===== src/rtl/sap_pkg.sv =====
// Shared definitions for the sap_core microcoded accumulator CPU:
// opcodes, step encoding and control-word bit positions.
package sap_pkg;

    // Opcodes live in the top nibble of the instruction word
    localparam logic [3:0] OP_NOP = 4'h0;
    localparam logic [3:0] OP_LDA = 4'h1;
    localparam logic [3:0] OP_ADD = 4'h2;
    localparam logic [3:0] OP_SUB = 4'h3;
    localparam logic [3:0] OP_STA = 4'h4;
    localparam logic [3:0] OP_LDI = 4'h5;
    localparam logic [3:0] OP_JMP = 4'h6;
    localparam logic [3:0] OP_JC  = 4'h7;
    localparam logic [3:0] OP_JZ  = 4'h8;
    localparam logic [3:0] OP_OUT = 4'hE;
    localparam logic [3:0] OP_HLT = 4'hF;

    // Microcode step counter
    typedef enum logic [2:0] {
        T0 = 3'd0,
        T1 = 3'd1,
        T2 = 3'd2,
        T3 = 3'd3,
        T4 = 3'd4
    } step_e;

    // Control-word bit indices. Bus drivers: co, io, ro, ao, eo.
    localparam int CW_MI  = 0;   // MAR <- bus
    localparam int CW_RI  = 1;   // RAM[MAR] <- bus
    localparam int CW_RO  = 2;   // bus <- RAM[MAR]
    localparam int CW_II  = 3;   // IR <- bus
    localparam int CW_AI  = 4;   // A <- bus
    localparam int CW_BI  = 5;   // B <- bus
    localparam int CW_EO  = 6;   // bus <- ALU
    localparam int CW_SU  = 7;   // ALU subtracts
    localparam int CW_OI  = 8;   // OUT <- bus
    localparam int CW_CE  = 9;   // PC increment
    localparam int CW_J   = 10;  // PC <- bus
    localparam int CW_FI  = 11;  // flags <- ALU
    localparam int CW_HLT = 12;  // halt
    localparam int CW_CO  = 13;  // bus <- PC
    localparam int CW_IO  = 14;  // bus <- IR operand
    localparam int CW_AO  = 15;  // bus <- A
    localparam int CW_END = 16;  // last step of this instruction
    localparam int CW_W   = 17;

    typedef logic [CW_W-1:0] cw_t;

    // Plain successor step; the END bit overrides it back to T0
    function automatic step_e step_next(input step_e s);
        step_e n;
        case (s)
            T0:      n = T1;
            T1:      n = T2;
            T2:      n = T3;
            T3:      n = T4;
            default: n = T0;
        endcase
        return n;
    endfunction

endpackage


===== src/rtl/sap_ram.sv =====
// Program/data RAM for sap_core: one write port shared between the core
// (STA) and the external program-load port, one combinational read port
// addressed by the registered MAR.
module sap_ram #(
    parameter int DATA_W = 8,
    parameter int ADDR_W = 4
) (
    input  logic              clk_i,
    input  logic              core_we_i,
    input  logic [ADDR_W-1:0] core_addr_i,
    input  logic [DATA_W-1:0] core_data_i,
    input  logic              prog_we_i,
    input  logic [ADDR_W-1:0] prog_addr_i,
    input  logic [DATA_W-1:0] prog_data_i,
    input  logic [ADDR_W-1:0] raddr_i,
    output logic [DATA_W-1:0] rdata_o
);

    logic [DATA_W-1:0] mem_q [2**ADDR_W];

    // Single write port; the core wins, though both never fire together
    always_ff @(posedge clk_i) begin
        if (core_we_i) begin
            mem_q[core_addr_i] <= core_data_i;
        end else if (prog_we_i) begin
            mem_q[prog_addr_i] <= prog_data_i;
        end
    end

    assign rdata_o = mem_q[raddr_i];

endmodule


===== src/rtl/sap_core.sv =====
// sap_core: parametrised SAP-style microcoded accumulator CPU.
// Optional feature macro: SAP_CORE_CONDJMP_EN enables JC/JZ; when it is
// undefined opcodes 0x7/0x8 decode as NOP (flags still computed).
module sap_core
    import sap_pkg::*;
#(
    parameter int DATA_W = 8,
    parameter int ADDR_W = 4
) (
    input  logic              clk,
    input  logic              clr,
    input  logic              prog_we,
    input  logic [ADDR_W-1:0] prog_addr,
    input  logic [DATA_W-1:0] prog_data,
    output logic [DATA_W-1:0] out_data,
    output logic              out_valid,
    output logic              halted,
    output logic [ADDR_W-1:0] pc_o,
    output logic [DATA_W-1:0] a_o,
    output logic              cf,
    output logic              zf
);

    localparam int PAD_W = DATA_W - ADDR_W;

    step_e             step_q, step_d;
    logic [ADDR_W-1:0] pc_q, pc_d;
    logic [ADDR_W-1:0] mar_q, mar_d;
    logic [3:0]        op_q, op_d;    // IR opcode field
    logic [ADDR_W-1:0] arg_q, arg_d;  // IR operand field (middle bits dropped)
    logic [DATA_W-1:0] a_q, a_d;
    logic [DATA_W-1:0] b_q, b_d;
    logic              cf_q, cf_d;
    logic              zf_q, zf_d;
    logic [DATA_W-1:0] out_q, out_d;
    logic              out_vld_q, out_vld_d;
    logic              halted_q, halted_d;

    cw_t               cw;
    logic [DATA_W-1:0] bus;
    logic [DATA_W-1:0] ram_rdata;
    logic [DATA_W:0]   alu_sum;
    logic              prog_ok;

    // Microcode decode from {opcode, step}; a halted core issues nothing
    always_comb begin
        cw = '0;
        case (step_q)
            T0: begin
                cw[CW_CO] = 1'b1;
                cw[CW_MI] = 1'b1;
            end
            T1: begin
                cw[CW_RO] = 1'b1;
                cw[CW_II] = 1'b1;
                cw[CW_CE] = 1'b1;
            end
            T2: begin
                case (op_q)
                    OP_LDA, OP_ADD, OP_SUB, OP_STA: begin
                        cw[CW_IO] = 1'b1;
                        cw[CW_MI] = 1'b1;
                    end
                    OP_LDI: begin
                        cw[CW_IO]  = 1'b1;
                        cw[CW_AI]  = 1'b1;
                        cw[CW_END] = 1'b1;
                    end
                    OP_JMP: begin
                        cw[CW_IO]  = 1'b1;
                        cw[CW_J]   = 1'b1;
                        cw[CW_END] = 1'b1;
                    end
`ifdef SAP_CORE_CONDJMP_EN
                    OP_JC: begin
                        cw[CW_IO]  = cf_q;
                        cw[CW_J]   = cf_q;
                        cw[CW_END] = 1'b1;
                    end
                    OP_JZ: begin
                        cw[CW_IO]  = zf_q;
                        cw[CW_J]   = zf_q;
                        cw[CW_END] = 1'b1;
                    end
`endif
                    OP_OUT: begin
                        cw[CW_AO]  = 1'b1;
                        cw[CW_OI]  = 1'b1;
                        cw[CW_END] = 1'b1;
                    end
                    OP_HLT: begin
                        cw[CW_HLT] = 1'b1;
                        cw[CW_END] = 1'b1;
                    end
                    default: cw[CW_END] = 1'b1;
                endcase
            end
            T3: begin
                case (op_q)
                    OP_LDA: begin
                        cw[CW_RO]  = 1'b1;
                        cw[CW_AI]  = 1'b1;
                        cw[CW_END] = 1'b1;
                    end
                    OP_ADD, OP_SUB: begin
                        cw[CW_RO] = 1'b1;
                        cw[CW_BI] = 1'b1;
                    end
                    OP_STA: begin
                        cw[CW_AO]  = 1'b1;
                        cw[CW_RI]  = 1'b1;
                        cw[CW_END] = 1'b1;
                    end
                    default: cw[CW_END] = 1'b1;
                endcase
            end
            T4: begin
                cw[CW_END] = 1'b1;
                if (op_q == OP_ADD || op_q == OP_SUB) begin
                    cw[CW_EO] = 1'b1;
                    cw[CW_AI] = 1'b1;
                    cw[CW_FI] = 1'b1;
                    cw[CW_SU] = (op_q == OP_SUB);
                end
            end
            default: cw[CW_END] = 1'b1;
        endcase
        if (halted_q) begin
            cw = '0;
        end
    end

    // A +/- B with carry out; SUB is A + ~B + 1 so carry means no borrow
    assign alu_sum = {1'b0, a_q}
                   + {1'b0, (cw[CW_SU] ? ~b_q : b_q)}
                   + {{DATA_W{1'b0}}, cw[CW_SU]};

    // Single shared bus, one driver per step
    always_comb begin
        bus = '0;
        if (cw[CW_CO]) bus = bus | {{PAD_W{1'b0}}, pc_q};
        if (cw[CW_IO]) bus = bus | {{PAD_W{1'b0}}, arg_q};
        if (cw[CW_RO]) bus = bus | ram_rdata;
        if (cw[CW_AO]) bus = bus | a_q;
        if (cw[CW_EO]) bus = bus | alu_sum[DATA_W-1:0];
    end

    // Register next-state from the control word
    always_comb begin
        step_d    = halted_q ? step_q : (cw[CW_END] ? T0 : step_next(step_q));
        pc_d      = pc_q;
        mar_d     = mar_q;
        op_d      = op_q;
        arg_d     = arg_q;
        a_d       = a_q;
        b_d       = b_q;
        cf_d      = cf_q;
        zf_d      = zf_q;
        out_d     = out_q;
        out_vld_d = cw[CW_OI];
        halted_d  = halted_q | cw[CW_HLT];
        if (cw[CW_CE]) pc_d = pc_q + 1'b1;
        if (cw[CW_J])  pc_d = bus[ADDR_W-1:0];
        if (cw[CW_MI]) mar_d = bus[ADDR_W-1:0];
        if (cw[CW_II]) begin
            op_d  = bus[DATA_W-1 -: 4];
            arg_d = bus[ADDR_W-1:0];
        end
        if (cw[CW_AI]) a_d = bus;
        if (cw[CW_BI]) b_d = bus;
        if (cw[CW_FI]) begin
            cf_d = alu_sum[DATA_W];
            zf_d = (alu_sum[DATA_W-1:0] == '0);
        end
        if (cw[CW_OI]) out_d = bus;
    end

    // State registers, cleared asynchronously by clr
    always_ff @(posedge clk or negedge clr) begin
        if (!clr) begin
            step_q    <= T0;
            pc_q      <= '0;
            mar_q     <= '0;
            op_q      <= '0;
            arg_q     <= '0;
            a_q       <= '0;
            b_q       <= '0;
            cf_q      <= 1'b0;
            zf_q      <= 1'b0;
            out_q     <= '0;
            out_vld_q <= 1'b0;
            halted_q  <= 1'b0;
        end else begin
            step_q    <= step_d;
            pc_q      <= pc_d;
            mar_q     <= mar_d;
            op_q      <= op_d;
            arg_q     <= arg_d;
            a_q       <= a_d;
            b_q       <= b_d;
            cf_q      <= cf_d;
            zf_q      <= zf_d;
            out_q     <= out_d;
            out_vld_q <= out_vld_d;
            halted_q  <= halted_d;
        end
    end

    // Loading is only allowed while the core is held in reset or halted
    assign prog_ok = prog_we & (~clr | halted_q);

    sap_ram #(
        .DATA_W (DATA_W),
        .ADDR_W (ADDR_W)
    ) u_ram (
        .clk_i       (clk),
        .core_we_i   (cw[CW_RI]),
        .core_addr_i (mar_q),
        .core_data_i (bus),
        .prog_we_i   (prog_ok),
        .prog_addr_i (prog_addr),
        .prog_data_i (prog_data),
        .raddr_i     (mar_q),
        .rdata_o     (ram_rdata)
    );

    assign out_data  = out_q;
    assign out_valid = out_vld_q;
    assign halted    = halted_q;
    assign pc_o      = pc_q;
    assign a_o       = a_q;
    assign cf        = cf_q;
    assign zf        = zf_q;

endmodule


===== config.mk =====
export PLATFORM = sky130hd
export DESIGN_NAME = sap_core
export DESIGN_NICKNAME = d
export VERILOG_FILES = /design/src/rtl/sap_pkg.sv /design/src/rtl/sap_ram.sv /design/src/rtl/sap_core.sv
export SDC_FILE = /design/constraint.sdc
export NUM_CORES = 1
export LEC_CHECK = 0
export CORE_MARGIN = 5
export CORE_UTILIZATION = 56
export CTS_BUF_LIST = sky130_fd_sc_hd__clkbuf_4 sky130_fd_sc_hd__clkbuf_8
export DETAILED_ROUTE_END_ITERATION = 8
export PLACE_DENSITY_LB_ADDON = 0.25
export REMOVE_ABC_BUFFERS = 1
export SYNTH_ARGS = -nofsm -noshare
export SYNTH_HDL_FRONTEND = slang
export SYNTH_SLANG_ARGS = --single-unit

===== constraint.sdc =====
create_clock -name clk -period 3.55 [get_ports clk]
set_input_delay 0.5325 -clock clk [delete_from_list [all_inputs] [get_ports clk]]
set_output_delay 0.5325 -clock clk [all_outputs]
set_load 0.01 [all_outputs]

Word level (Yosys, flattened, before mapping)
Memory sizes are Yosys's and may differ from the RTL's.
Index checks and enable logic that the tools add are counted.
- output and inout port bits: 24
- memories kept: 1
- memory bits (writable): 128
- register bits after elaboration: 47
- memories (memory ; depth ; width ; read ports ; clocked after Yosys merged registers in ; write ports ; line ; source):
    u_ram.mem_q ; 16 ; 8 ; 1 ; 0 ; 1 ; sap_ram.sv:19 ; logic [DATA_W-1:0] mem_q [2**ADDR_W];
- $add $sub $neg: 3
- reductions and logical operators: 10
- multiplexer cells: 48
- bitwise gates (word level): 9
- equal/unequal tests: 12
- operator list (operator ; count):
    $mux 8 ; 6
    $mux 1 ; 28
    $or 8x8->8 ; 3
    $mux 17 ; 1
    $mux 4 ; 4
    $eq 4x3->1 const B ; 3
    $pmux 3 s4 ; 1
    $add 8x8->9 ; 1
    $add 9x1->9 ; 1
    $eq 4x2->1 const B ; 2
    $eq 4x4->1 const B ; 2
    $logic_not 8->1 ; 1
    $not 8->8 ; 1
    $or 8x4->8 ; 1
    $reduce_or 8->1 ; 1
    $eq 3x2->1 const B ; 2
    $pmux 1 s2 ; 3
    $pmux 1 s3 ; 2
    $reduce_or 6->1 ; 1
    $add 4x1->4 const B ; 1
    $eq 4x1->1 const B ; 1
    $mux 2 ; 2
    $reduce_or 2->1 ; 2
    $reduce_or 4->1 ; 1
    other kinds (10) ; 11

Longest topological paths before layout
- word-level depth: 15
- gate-level depth with buffers: 14
- mapped depth without buffers: 12

Cells and area by module
A second synthesis with hierarchy kept.
- cell total of the unflattened synthesis: 536
- area, all modules: 7918.8 µm²
- by module, submodules not included (module ; sequential area each (µm²) ; area an instance (µm²) ; cells an instance ; instances):
    sap_ram ; 3843.7 ; 5185.0 ; 246 ; 1
    sap_core ; 1176.1 ; 2733.9 ; 290 ; 1

Worst setup path before layout
OpenSTA, ideal clock, no wires.
- path type: reg2reg
- start point: reg halted_q (netlist: halted)
- end point: mem u_ram.mem_q[0][5], data pin
- slack: -0.319 ns
- library setup time: 0.302 ns
- required time: 3.248 ns
- arrival time: 3.566 ns
- stages on the path, launching flop included: 14
- cells stage by stage: dfrtp_1 clkbuf_1 nor3_1 and3_1 clkbuf_2 nand2_1 xnor2_1 ha_1 a31o_2 a211oi_1 o21ai_0 xor2_1 a21oi_1 a31oi_1
- word-level cells in the longest chain between the ends: 9
- elaborated cells on any way between the ends: 18
- classes of those cells: add/sub: 2; mux: 10; bitwise: 5; reduce/logical: 1
- ends and longest elaborated chain (element ; line ; source):
    start, declared ; sap_core.sv:37 ; logic halted_q, halted_d;
    start signal, assigned ; sap_core.sv:205 ; halted_q <= halted_d;
    parallel branches: the longest is 8 deep, another holds $add 8x8->9 ; - ;
    $mux 8 (no line) (*) ; - ;
    end, declared ; sap_ram.sv:19 ;
Mark *: on every way between the ends.

Worst setup path after layout
- start point: reg op_q[3]
- end point: mem u_ram.mem_q[2][5], data pin
- word-level cells in the longest chain between the ends: 13
- elaborated cells on any way between the ends: 35
- classes of those cells: add/sub: 2; eq/ne: 7; mux: 19; bitwise: 3; reduce/logical: 4
- ends and longest elaborated chain (element ; line ; source):
    start, declared ; sap_core.sv:29 ; logic [3:0] op_q, op_d;
    start signal, assigned ; sap_core.sv:197 ; op_q <= op_d;
    $eq 4x2->1, or another cell as far along ; sap_core.sv:59, sap_core.sv:99, sap_core.sv:119 ;
    $reduce_or 6->1 (no line) ; - ;
    $mux 1 ; sap_core.sv:59 ; case (op_q)
    $mux 1 ; sap_core.sv:48 ; case (step_q)
    $mux 17 (*) ; sap_core.sv:128 ; if (halted_q) begin
    parallel branches: the longest is 7 deep, another holds $add 8x8->9 ; - ;
    $mux 8 (no line) (*) ; - ;
Marks and branches as above.

==> impl_metrics.tcl <==
set metrics [dict create \
    grt_pass1_vias 4823 \
    grt_pass1_wl_um 27800 \
    final-seq-area_mm2 0.00502 \
    grtUsageTotal 0.233 \
    htreeDepth 4 \
    cts_setup_buffers 0 \
    die-area_mm2 0.0163 \
    peakVddDrop_uv 404 \
    clock_skew_ns 0.00665 \
    hold_class "input pin to asynchronous set/reset pin" \
    drt_iter0_drc 493 \
    hold_buffers 0 \
    ioPinCount 39 \
    clock-root-buffer "clkbuf_8" \
    overflow 0 \
    route.vias.total 4805 \
    vias_per_cell 6.06 \
    outcome "finished, final reports clean" \
    drc 0 \
    setup_viol_count_final 0 \
    period_share 0.923 \
    p_leak_nw 3.30 \
    io_buffers 38 \
    num_rows 43 \
    yosysWarnings 0 \
    switching_share 0.374 \
    die_w_um 128 \
    fin_setup_tns_ns 0 \
    dr.pass1.iters 5 \
    cp.required_ns 3.71 \
    p_per_area_mw_per_mm2 837 \
    syn_area_mm2 0.00774 \
    synth.distinct_cells 55 \
    syn_area_per_cell_um2 14.9 \
    finalNetCount 625 \
    die_h_um 128 \
    switching_power_w 0.00284 \
    final_cell_mix "128 x edfxtp_1, 68 x nor2_1, 50 x buf_4" \
    worst_ep_arrival_time_ns 3.44 \
    cts_made_buffers 17 \
    worst_slack_ns 0.274 \
    final_common_cell "edfxtp_1" \
    synth-edff-count 128 \
    pwr-share-comb 0.428 \
    worst_setup_path_start_kind "register" \
    multi_input_area_mm2 0.00264 \
    drive_above_1_share 0.245 \
    crit_fanout 16 \
    netlist_instances 520 \
    place_ws_ns -0.239 \
    max_cap_violations 0 \
    antenna_found_initial 0 \
    clockPowerShare 0.172 \
    p_int_w 0.00474 \
    clk_latency_ns 0.47 \
    n_fill_cell 970 \
    synth_flop_cell "edfxtp_1" \
    initial_core_util 0.564 \
    worst_setup_path_end_kind "register" \
    synth_seq_cells 175 \
    crit_type "register to register" \
    rr_worst_depth 11 \
    clockBufferDepth 2 \
    clock-sinks 175 \
    seq_power_share 0.399 \
    place_congestion 0.960 \
    max_freq_mhz 305 \
    max_slew_margin 0.307 \
    slew_viol_final 0 \
    grt_max_degree 48 \
    worst-slew-pin-transition_ns 1.04 \
    ys_seq_area_frac 0.648 \
    syn2layout_area_growth_pct 17.0 \
    hpwlAfterDp_um 12200 \
    final-hold-violation-count 0 \
    wire_per_inst_um 22.5 \
    cts-resized-gates 6 \
    tritoncts "built" \
    coreArea_mm2 0.0137 \
    antenna_cells 0 \
    cts.reportedPaths.clkPinSlew_ns 0.10 \
    routed_wl_um 17800 \
    period_minus_slack_ns 3.28 \
    drtAntennaViolNets 0 \
    synthArstFlopShare 0.269 \
]
cell families (layout without fill, tap and decap cells):
family | count (synthesis) | count (layout) | synth area share
adder cells (fa/ha/maj) | 10 | 10 | 0.0171
XOR/XNOR | 19 | 19 | 0.0215
AO/OA/AOI/OAI | 90 | 90 | 0.0740
buffers and inverters | 37 | 130 | 0.0226
multiplexers | 47 | 47 | 0.123
flip-flops | 175 | 175 | 0.648
AND/OR/NAND/NOR | 142 | 142 | 0.0929
layer usage:
| metal | GRT usage | routed length [um] | up-vias | share of wire |
|---|---|---|---|---|
| met4 | 0.0911 | 548 | 0 | 0.031 |
| li1 | - | - | 2145 | - |
| met3 | 0.0602 | 1060 | 33 | 0.060 |
| met1 | 0.297 | 7000 | 2461 | 0.39 |
| met5 | 0 | 0 | - | 0 |
| met2 | 0.385 | 9210 | 166 | 0.52 |
through the flow:
step	area, um2	total power [W]	instances	util	hold WS [ns]
2_1_floorplan	7600	0.00500	492	-	0.237
3_3_place_gp	8600	0.00613	761	0.627	0.482
3_5_place_dp	8600	0.00622	761	0.627	0.495
4_1_cts	9000	0.00755	793	0.656	0.175
5_1_grt	9060	0.00802	793	0.660	0.220
6_report	9060	0.00758	793	0.660	0.183
synth_stat cells (all sizes together) (2+ instances only):
| cell | count | area, um2 |
|---|---|---|
| nor3b | 7 | 57.6 |
| nor3 | 6 | 30.0 |
| a221o | 4 | 40.0 |
| and4b | 2 | 20.0 |
| xnor2 | 13 | 114 |
| inv | 9 | 33.8 |
| nor2 | 72 | 300 |
| a211oi | 5 | 37.5 |
| nand2b | 6 | 37.5 |
| buf | 16 | 95.1 |
| and3 | 5 | 31.3 |
| nand2 | 16 | 60.1 |
| nand4 | 3 | 18.8 |
| ha | 9 | 113 |
| a31oi | 8 | 50.1 |
| edfxtp | 128 | 3840 |
| mux2 | 7 | 78.8 |
| a31o | 2 | 17.5 |
| a21oi | 51 | 255 |
| dfrtp | 47 | 1180 |
| a21o | 4 | 30.0 |
| and2 | 3 | 18.8 |
| xor2 | 6 | 52.6 |
| mux2i | 2 | 20.0 |
| mux4 | 38 | 856 |
| or3 | 2 | 12.5 |
| nor2b | 9 | 63.8 |
| clkbuf | 12 | 46.3 |
| o21ai | 5 | 25.0 |
| nand3 | 7 | 35.0 |
registers in the layout (all words and copies together), names as in the netlist, 3 cells and up:
register,count
op_q,4
a_o,8
pc_o,4
arg_q,4
step_q,3
out_data,8
mar_q,4
b_q,8
u_ram.mem_q,128
path summary, 6_finish.rpt:
check	from	slack (ns)	to
max in group asynchronous	clr	2.93	mar_q[0]$_DFFE_PN0P_
setup / recovery	op_q[3]$_DFFE_PN0P_	0.27	u_ram.mem_q[2][5]$_DFFE_PP_
hold reg to reg	zf$_DFFE_PN0P_	0.51	zf$_DFFE_PN0P_
min in group clk	zf$_DFFE_PN0P_	0.51	zf$_DFFE_PN0P_
setup reg to reg	op_q[3]$_DFFE_PN0P_	0.27	u_ram.mem_q[2][5]$_DFFE_PP_
hold / removal	clr	0.18	pc_o[3]$_DFFE_PN0P_
power by group through the flow:
| stage | Combinational, W | Sequential (W) | Clock, W |
|---|---|---|---|
| after global placement | 0.00306 | 0.00307 | 0 |
| after global routing | 0.00352 | 0.00307 | 0.00143 |
| after floorplan | 0.00183 | 0.00317 | 0 |
| final | 0.00325 | 0.00303 | 0.00131 |
| after detailed placement | 0.00314 | 0.00308 | 0 |
| after CTS | 0.00319 | 0.00303 | 0.00133 |
cell type report:
cell class                 instances  area share
clock buffer                      18      0.0274
clock inverter                    14      0.0135
inverter                           9     0.00373
multi-input combinational        308       0.291
sequential                       175       0.554
tap                              180      0.0249
timing repair buffer              89      0.0851
worst max-delay path: stages, from the launching register on:
cell	delay [ns]
dfrtp_1	0.40
nor3b_1	0.26
and3_1	0.22
nand2_1	0.15
xnor2_1	0.22
ha_1	0.28
a31o_2	0.26
a211oi_1	0.34
o21ai_0	0.17
xor2_1	0.17
a21oi_1	0.29
a31oi_4	0.23
(Power assumes the default switching activity.)
==> RTL edit 1 (config.mk and constraints unchanged) <==
`ADDR_W` is set to 4 in 2 places; all go to 5.
--- a/src/rtl/sap_ram.sv
+++ b/src/rtl/sap_ram.sv
@@ -3,7 +3,7 @@
 // addressed by the registered MAR.
 module sap_ram #(
     parameter int DATA_W = 8,
-    parameter int ADDR_W = 4
+    parameter int ADDR_W = 5
 ) (
     input  logic              clk_i,
     input  logic              core_we_i,
--- a/src/rtl/sap_core.sv
+++ b/src/rtl/sap_core.sv
@@ -5,7 +5,7 @@
     import sap_pkg::*;
 #(
     parameter int DATA_W = 8,
-    parameter int ADDR_W = 4
+    parameter int ADDR_W = 5
 ) (
     input  logic              clk,
     input  logic              clr,
Interface: changed (resized pc_o and prog_addr); port bits go from 39 to 41. The function was not compared with the original's and may differ.
==> RTL edit 1 against the unedited design <==
- area after synthesis rose by 67%
- worst setup slack got worse by 0.079 ns
- design area rose by 67%
- first-iteration DRC count rose by 46%
- wire length rose by 73%
- total power rose by 62%
- clock power rose by 130%
- sequential cell count rose by 130
- critical path depth rose by 2
==> RTL edit 1: results (changes against the unedited design) <==
* Status: finished, final reports clean
* CTS Buf Count at 49 (+32)
* CP max FO at 32 (+16)
* Clock tree root driver cell: clkbuf_8
* Final nets at 923 (+48%)
* Static Leak at 5.233 nW (+59%)
* Via Count at 7,634 (+59%)
* Synth top area cells: edfxtp_1 59%, mux4_2 9.9%, dfrtp_1 9.5%, nand2_1 2.1%, nor2_1 2.1%
* Share of layout cells above drive strength 1 at 23.45% (-1.0 points)
* I/O Buffers at 40 (+5.3%)
* DP Wirelength at 20,650 um (+69%)
* Wire per inst at 25.34 um (+13%)
* H-tree depth at 2 (-2)
* Mean Syn Cell Area at 16.37 um^2 (+10%)
* Measured slew at the worst slew-check pin at 1.063 ns (+0.02695 ns)
* Pin count of the biggest net entering global routing at 50 (+4.2%)
* Routability cong. at 0.9119 (-5.0%)
* Post-Synth XOR/XNOR Area at 1.218% (-0.93 points)
* Worst r2r path cells at 13 (+2)
* DP Area at 14,090 um^2 (+64%)
* Post-CTS setup buffers at 0 (unchanged)
* Post-synth EDFFs at 256 (+100%)
* Residual DRC at 0 (unchanged)
* Clock Latency Late Sink at 0.59 ns (+0.12 ns)
* Yosys cell types at 67 (+22%)
* Clk pin slew, worst setup/hold paths at 0.07 ns (-0.03 ns)
* Dpl ws at 0.1372 ns (+0.3759 ns)
* Vias in the first global route at 7,837 (+62%)
* VDD IR max at 0.0007006 V (+74%)
* First-pass GRT wire length at 47,330 um (+70%)
* Register name with the most flops: u_ram.mem_q
* Via/cell ratio at 6.263 (+3.4%)
* Worst Skew at 0.04775 ns (+0.04110 ns)
* Initial antenna violation count at 0 (unchanged)
* Drt first pass iters at 5 (unchanged)
* Post-synthesis mux area share at 13.64% (+1.3 points)
* CTS max path bufs at 3 (+1)
* FFs w/ async S/R, synth at 16.07% (-11 points)
* Commonest cells post-synth: 256 x edfxtp_1, 74 x nand2_1, 74 x nor2_1, 57 x mux4_2, 49 x dfrtp_1
* Placed Cells at 1,131 (+49%)
* Ys Warns at 0 (unchanged)
* DR iter-0 viols at 721 (+46%)
* Fin crit share at 94.51% (+2.2 points)
* GRT Total Usage at 24.06% (+0.79 points)
* Setup slack, reg-to-reg at 0.19 ns (-0.08 ns)
* Worst hold path type: in2async
* Register area share after synthesis at 68.84% (+4.0 points)
* Max reg flops at 256 (+100%)
* # resized after CTS at 0 (-6)
* Commonest register cell after synthesis: edfxtp_1
* Worst Path Arrival at 3.75 ns (+0.31 ns)
* Antenna cells at 0 (unchanged)
* Synth Area in Compound Gates at 5.711% (-1.7 points)
* Layout fillers at 1,548 (+60%)
* Synth Area in Adders at 1.024% (-0.69 points)
[RTL edit 1: cell count changes after synthesis, moves of 10 or more]
cell	change
a21oi_1	-32
mux2i_1	+12
nand2_1	+58
mux4_2	+19
o21ai_0	+21
edfxtp_1	+128
mux4_1	+10
[RTL edit 1: worst paths after layout]
kind	from	end
min in group clk	out_data[2]	out_data[2]
setup reg to reg	op_q[2]	u_ram.mem_q[23][7]
setup / recovery	op_q[2]	u_ram.mem_q[23][7]
max in group asynchronous	clr	mar_q[2]
hold / removal	clr	a_o[2]
hold reg to reg	out_data[2]	out_data[2]
[RTL edit 1: cells by family after synthesis]
logic type               Yosys count
XOR/XNOR                          18
buffers and inverters             48
AND/OR/NAND/NOR                  215
multiplexers                      87
AO/OA/AOI/OAI                    108
flip-flops                       305
adder cells (fa/ha/maj)           10
[RTL edit 1: final cells by class]
| type | instances | area share, % |
|---|---|---|
| flip-flops and latches | 305 | 59.07 |
| multi-input cells | 438 | 25.58 |
| repair buffers | 94 | 6.216 |
| clock buffers | 65 | 5.304 |
| well taps | 285 | 2.362 |
| clock inverters | 23 | 1.251 |
| inverters | 9 | 0.2238 |
[RTL edit 1: power breakdown]
group	total [mW]	internal [mW]	leakage, nW	switching (mW)
registers	4.93	4.57	2.96	0.359
clock network	3.03	1.69	0.520	1.34
logic	4.35	1.92	1.75	2.43
total	12.3	8.18	5.23	4.13
[RTL edit 1: layer usage]
metal	share of wire, %	GRT usage, %
met5	0	0
met4	3.6	9.266
met3	7.9	4.745
met2	48	39.12
met1	40	32.65
[RTL edit 1: worst max-delay path, cell delays in order (launching register included)]
cell      delay, ns
dfrtp_1        0.37
buf_4          0.17
nor3b_1        0.26
nand3_1        0.19
buf_4          0.22
xnor2_1        0.13
ha_1           0.28
buf_4          0.15
a21oi_1        0.16
o21ai_0        0.16
a2111o_1       0.40
and3_1         0.22
a41oi_2        0.27
buf_12         0.21
[RTL edit 1: stage by stage]
step	hold slack, ns	util (%)
after floorplan	0.2369	-
after global placement	0.4560	62.03
after detailed placement	0.4592	62.03
after CTS	0.08961	66.39
after global routing	0.1426	66.48
final	0.09696	66.48
